[src/rtl/muldiv_seq.sv]
// Sequential 64-bit multiply / divide unit: shift-add MUL, restoring DIVU/REMU on a shared external ALU.
// Define MULDIV_SIGNED_EN to make ops DIV/REM signed; otherwise they alias DIVU/REMU.
module muldiv_seq (
    input  logic        clk,
    input  logic        rst_n,
    input  logic        req_valid,
    output logic        req_ready,
    input  logic [2:0]  req_op,
    input  logic [63:0] req_a,
    input  logic [63:0] req_b,
    output logic        resp_valid,
    input  logic        resp_ready,
    output logic [63:0] resp_result,
    output logic        busy,
    input  logic        flush,
    output logic [63:0] alu_a,
    output logic [63:0] alu_b,
    output logic [3:0]  alu_op,
    input  logic [63:0] alu_result
);
    typedef enum logic [1:0] {IDLE, CALC, DONE} state_t;

    state_t      state_q;
    logic [2:0]  op_q;
    logic [5:0]  cnt_q;
    logic [63:0] x_q;    // multiplicand, or dividend shifting out / quotient shifting in
    logic [63:0] y_q;    // multiplier, or divisor
    logic [63:0] acc_q;  // product accumulator, or partial remainder
    logic [63:0] res_q;

    logic        accept, is_mul, is_rem, req_mul, req_rem, div0, ovf;
    logic [63:0] a_mag, b_mag, spec_res;
    logic [63:0] sh_rem, acc_d, x_d, y_d, quo_fin, rem_fin, fin_d;
    logic        carry, ge;

    assign req_ready   = rst_n & (state_q == IDLE) & ~flush;
    assign accept      = req_valid & req_ready;
    assign busy        = (state_q != IDLE);
    assign resp_valid  = (state_q == DONE);
    assign resp_result = res_q;

    assign is_mul  = (op_q == 3'b000);
    assign is_rem  = (op_q == 3'b010) || (op_q == 3'b101);
    assign req_mul = (req_op == 3'b000);
    assign req_rem = (req_op == 3'b010) || (req_op == 3'b101);
    assign div0    = !req_mul && (req_b == '0);

`ifdef MULDIV_SIGNED_EN
    logic sgn, sa, sb, negq_q, negr_q;
    assign sgn     = req_op[2];
    assign sa      = sgn & req_a[63];
    assign sb      = sgn & req_b[63];
    assign a_mag   = sa ? -req_a : req_a;
    assign b_mag   = sb ? -req_b : req_b;
    assign ovf     = sgn && !req_mul && (req_a == 64'h8000_0000_0000_0000) && (req_b == '1);
    assign quo_fin = negq_q ? -x_d : x_d;
    assign rem_fin = negr_q ? -acc_d : acc_d;

    always_ff @(posedge clk or negedge rst_n) begin
        if (!rst_n) begin
            negq_q <= 1'b0;
            negr_q <= 1'b0;
        end else if (accept) begin
            negq_q <= sa ^ sb;
            negr_q <= sa;
        end
    end
`else
    assign a_mag   = req_a;
    assign b_mag   = req_b;
    assign ovf     = 1'b0;
    assign quo_fin = x_d;
    assign rem_fin = acc_d;
`endif

    // Results that bypass CALC: divide-by-zero and the signed overflow case.
    assign spec_res = div0 ? (req_rem ? req_a : '1)
                           : (req_rem ? 64'd0 : 64'h8000_0000_0000_0000);

    assign carry  = acc_q[63];
    assign sh_rem = {acc_q[62:0], x_q[63]};
    assign ge     = carry | (sh_rem >= y_q);

    always_comb begin
        alu_a  = '0;
        alu_b  = '0;
        alu_op = 4'b0000;
        if (state_q == CALC) begin
            if (is_mul) begin
                alu_a  = acc_q;
                alu_b  = x_q;
                alu_op = 4'b0010;
            end else begin
                alu_a  = sh_rem;
                alu_b  = y_q;
                alu_op = 4'b0110;
            end
        end
    end

    always_comb begin
        acc_d = acc_q;
        x_d   = x_q;
        y_d   = y_q;
        if (is_mul) begin
            acc_d = y_q[0] ? alu_result : acc_q;
            x_d   = x_q << 1;
            y_d   = y_q >> 1;
        end else begin
            acc_d = ge ? alu_result : sh_rem;
            x_d   = {x_q[62:0], ge};
        end
        fin_d = is_mul ? acc_d : (is_rem ? rem_fin : quo_fin);
    end

    always_ff @(posedge clk or negedge rst_n) begin
        if (!rst_n) begin
            state_q <= IDLE;
            op_q    <= '0;
            cnt_q   <= '0;
            x_q     <= '0;
            y_q     <= '0;
            acc_q   <= '0;
            res_q   <= '0;
        end else if (flush) begin
            state_q <= IDLE;
        end else begin
            case (state_q)
                IDLE: if (accept) begin
                    op_q  <= req_op;
                    cnt_q <= '0;
                    x_q   <= a_mag;
                    y_q   <= b_mag;
                    acc_q <= '0;
                    if (div0 || ovf) begin
                        res_q   <= spec_res;
                        state_q <= DONE;
                    end else begin
                        state_q <= CALC;
                    end
                end
                CALC: begin
                    cnt_q <= cnt_q + 6'd1;
                    acc_q <= acc_d;
                    x_q   <= x_d;
                    y_q   <= y_d;
                    if (cnt_q == 6'd63) begin
                        res_q   <= fin_d;
                        state_q <= DONE;
                    end
                end
                DONE: if (resp_ready) state_q <= IDLE;
                default: state_q <= IDLE;
            endcase
        end
    end
endmodule

[config.mk]
export PLATFORM = sky130hd
export DESIGN_NAME = muldiv_seq
export DESIGN_NICKNAME = d
export VERILOG_FILES = /design/src/rtl/muldiv_seq.sv
export SDC_FILE = /design/constraint.sdc
export NUM_CORES = 1
export LEC_CHECK = 0
export CAP_MARGIN = 15
export CORE_UTILIZATION = 52
export CTS_CLUSTER_SIZE = 12
export DETAILED_ROUTE_END_ITERATION = 8
export MAX_ROUTING_LAYER = met4
export PLACE_DENSITY = 0.82
export SYNTH_ARGS = -nofsm -noshare
export SYNTH_HDL_FRONTEND = slang
export SYNTH_SLANG_ARGS = --single-unit
[constraint.sdc]
create_clock -name clk -period 3.2 [get_ports clk]
set_input_delay 0.64 -clock clk [delete_from_list [all_inputs] [get_ports clk]]
set_output_delay 0.64 -clock clk [all_outputs]
set_load 0.005 [all_outputs]
# Word level (Yosys, flattened, before mapping)
# Index checks and enable logic that the tools add are counted.
# classes
magnitude_cmp,1
add_sub_neg,1
eq_ne,14
n_shift,0
mux,32
n_bitwise,5
div_mod_pow,0
n_reduce_logical,15
multipliers,0
# op_table
operator,n
$mux 64,17
$pmux 64 s2,4
$ge 64x64->1,1
$logic_not 64->1,1
$pmux 6 s2,1
$mux 2,5
$reduce_and 3->1,3
$add 6x1->6 const B,1
$eq 3x2->1 const B,2
$eq 3x3->1 const B,2
$eq 6x6->1 const B,1
$logic_not 3->1,2
$mux 6,1
$ne 2x2->1 const B,3
$pmux 2 s3,1
$reduce_and 5->1,1
$mux 4,1
$reduce_and 4->1,1
$reduce_bool 2->1,2
$and 1x1->1,3
$mux 3,1
$ne 3x1->1 const B,1
$ne 3x2->1 const B,1
$ne 3x3->1 const B,1
10 further kinds,11
# word_totals
word_cells,75
ramBits,0
latch_bits,0
in_bits,200
output_inout_bits,199
mem_count,0
rom_bits,0
regBits,267

# Depth between registers and ports, before layout
# depth
ltp_word,8
mapped_depth,14
ltp_nobuf,10

# Worst setup path after synthesis
# No wires, ideal clock.
# synth_timing
path_type,reg2reg
startpoint,register acc_q[29]
endpoint,register acc_q[10]
period_less_slack_ns,2.656
path_buffers,2
path_slack_ns,0.544
required_ns,3.134
setup_time_ns,0.066
arrival_ns,2.590
stages_incl_launch_ff,12
path_cell_list,dfrtp_1 -> ha_1 -> a21oi_1 -> nand2_1 -> a221o_1 -> o31ai_2 -> a21oi_2 -> a211o_1 -> buf_6 -> nor3_4 -> buf_6 -> a221o_1
# synth_between
elab_chain_cells,5
# synth_rtl
item,line_no,text
start: declaration,28,logic [63:0] acc_q;
start signal: assignment,123,acc_q <= '0;
start signal: assignment,134,acc_q <= '0;
start signal: assignment,144,acc_q <= acc_d;
$ge 64x64->1,82,assign ge = carry | (sh_rem >= y_q);
$or 1x1->1,82,
$mux 64,110,acc_d = ge ? alu_result : sh_rem;
$mux 64,105,if (is_mul) begin
$pmux 64 s2,128,case (state_q)
# No other way between the ends.
# A chain may end at the register's enable or synchronous reset.

# Final worst setup path
# layout_timing
startpoint,register op_q[0]
endpoint,output port alu_a[17]
# layout_between
elab_chain_cells,3
# layout_rtl
item,line_no,text
start: declaration,24,logic [2:0] op_q;
start signal: assignment,130,op_q <= req_op;
$logic_not 3->1,42,assign is_mul = (op_q == 3'b000);
$mux 64,89,if (is_mul) begin
$mux 64,88,if (state_q == CALC) begin
end: declaration,16,"output logic [63:0] alu_a,"
# No other way between the ends.

==> results.json <==
{
  "worstPathMaxFanout": 36,
  "required_ns": 2.56,
  "hp-class": "in -> async",
  "power.density_mw_per_mm2": 706,
  "io_pins": 399,
  "layoutNonFillerInstCount": 3207,
  "place_area_mm2": 0.0236,
  "drc": 0,
  "worstSetupPathType": "reg -> out",
  "hpwl_um": 48500,
  "yosysTopAreaCellShare": 0.365,
  "antenna_found_initial": 4,
  "cts.sink_count": 267,
  "drtIter0Drc": 2673,
  "final_period_minus_worst_setup_slack_ns": 3.17,
  "nFillCells": 2635,
  "track_usage": 0.403,
  "ys_types": 59,
  "synth_common_cells": "nand2_1 (550), dfrtp_1 (267), nor2_1 (218)",
  "syn_area_per_cell_um2": 7.80,
  "tritoncts": "yes",
  "cts_buffers": 29,
  "vias": 21024,
  "cts.root.buffer_cell": "clkbuf_16",
  "fmax_mhz": 316,
  "slowest_delay_ns": 0.56,
  "setup_violations": 0,
  "finalMaxSlewViolations": 0,
  "fin_util": 0.715,
  "synth_most_common_cell": "nand2_1",
  "overflow": 0,
  "yosys_warnings": 0,
  "dp_cells": 3148,
  "clock_path_buffers": 3,
  "netlist_area_mm2": 0.0183,
  "insertion_delay_ns": 0.56,
  "slowest_stage": "clkdlybuf4s50_1",
  "p_leak_uw": 0.0104,
  "coreArea_mm2": 0.0346,
  "area_growth_pct": 35.2,
  "drive_above_1_share": 0.0928,
  "rsz0062_at_grt": "true",
  "register_area_mm2": 0.00669,
  "initial_core_util": 0.529,
  "cp_cell_sequence": "nor3_4, buf_4, buf_16, nand2_1, a21oi_1, clkdlybuf4s50_1",
  "multi_input_area_mm2": 0.0107,
  "netlist_instances": 2348,
  "arrival_ns": 2.53,
  "end_kind": "output pin",
  "grt_pass1_wl_um": 112000,
  "synth_edf_count": 0,
  "fin_area_mm2": 0.0248,
  "seq_area_frac_synth": 0.365,
  "holdBufCountCts": 0,
  "nNetsFinal": 2997,
  "grt_pass1_vias": 20023,
  "die_w_um": 190,
  "wirelength_um": 72300,
  "fp.dieH_um": 190,
  "final_hold_viol_count": 0,
  "worst_pin_slew_ns": 0.914,
  "antenna_left": 0,
  "wire_per_inst_um": 22.6,
  "gp_congestion": 0.924,
  "fin_crit_sh": 0.990,
  "htree_levels": 1,
  "finClkSkew_ns": 0.0125,
  "synth_top_area_cell": "dfrtp_1",
  "slew_headroom": 0.390,
  "peakVddDrop_mv": 0.432,
  "ys_top_cells_by_area": "dfrtp_1 (36%), nand2_1 (11%), o211ai_1 (6.6%)",
  "rows": 68,
  "cap_violations": 0,
  "status": "completed",
  "reg2reg_slack_ns": 0.08,
  "async_reset_ff_frac": 1.00,
  "grt_max_degree": 145,
  "ys_seq_elements": 267,
  "viasPerCell": 6.56,
  "synth_flop_cell": "dfrtp_1",
  "detailedPlace.worstSlack_ns": -0.780,
  "worst_slack_ns": 0.0333,
  "dr.pass1.iters": 7,
  "startpoint_type": "flip-flop",
  "cts.clk_slew.worst_paths_ns": 0.06,
  "portBuffers": 396,
  "dieArea_mm2": 0.0360
}
[layer usage]
metal  wire, um  share of wire  GRT usage
met1      27900           0.39      0.524
met2      33300           0.46      0.618
met3       8140           0.11     0.0721
met4       2980          0.041      0.173
met5          0              0          -
[worst max-delay path, delay by kind of cell (launching register included)]
family,cells,cell delay (ns)
buf+inv,3,0.93
flops,1,0.44
simple gates,2,0.32
compound gates,1,0.24
[cell families after synthesis]
family,count (synthesis),synth area share
muxes,69,0.0380
and+or+nand+nor,924,0.211
DFF,267,0.365
AOI/OAI and AO/OA,740,0.275
adders and majority gates,65,0.0444
other,1,0.000205
buffers and inverters,278,0.0648
xor gates and xnor gates,4,0.00191
[worst paths after layout]
kind / startpoint / end / cells past startpoint
hold / removal: rst_n / acc_q[63] / 2
max in group asynchronous: rst_n / y_q[0] / 3
min in group clk: cnt_q[5] / cnt_q[5] / 2
hold reg to reg: cnt_q[5] / cnt_q[5] / 2
setup reg to reg: y_q[57] / resp_result[58] / 12
setup / recovery: op_q[0] / alu_a[17] / 6
[state kept, by name, indices dropped and copies added, names as in the netlist]
| signal | flops |
|---|---|
| acc_q | 64 |
| cnt_q | 6 |
| op_q | 3 |
| resp_result | 64 |
| state_q | 2 |
| x_q | 64 |
| y_q | 64 |
[stage by stage]
stage                     total power [uW]  hold WS, ns  setup TNS, ns
after global placement               13500        0.515         -41.26
final                                17500        0.284              0
after floorplan                       9940        0.344              0
after global routing                 18400        0.326        -0.0276
after CTS                            17100        0.290              0
after detailed placement             13800        0.527         -44.96
[what timing repair did]
action / 4_1_cts / 5_1_grt
cloned: 1 / 0
setup endpoints to repair: 97 / 198
buffers inserted: 5 / 2
pin swaps: 1 / 1
resized for setup: 6 / 39
[cell type report]
type,count,area share
multi-input cells,1804,0.430
flip-flops and latches,267,0.270
repair buffers,564,0.231
clock buffers,43,0.0335
well taps,455,0.0230
inverters,66,0.0101
clock inverters,4,0.00182
diodes,4,0.000404
[layout by cell type (no fill, tap or decap), types with 41 or more instances in the layout]
cell type,instances
nand2_1,550
clkdlybuf4s50_1,393
dfrtp_1,263
nor2_1,217
a31oi_1,179
o211ai_1,161
a21oi_1,146
buf_4,130
nor2b_1,66
inv_1,65
mux2i_1,65
ha_1,65
a221o_1,63
o2111ai_1,54
o21ai_1,41
[power breakdown]
group	internal, uW	leakage [uW]	switching, uW
Clock	1840	0.000430	1420
Sequential	4540	0.00311	1500
Combinational	3770	0.00684	4410
Total	10200	0.0104	7330
Note: power is estimated with default switching activity, not from simulation.
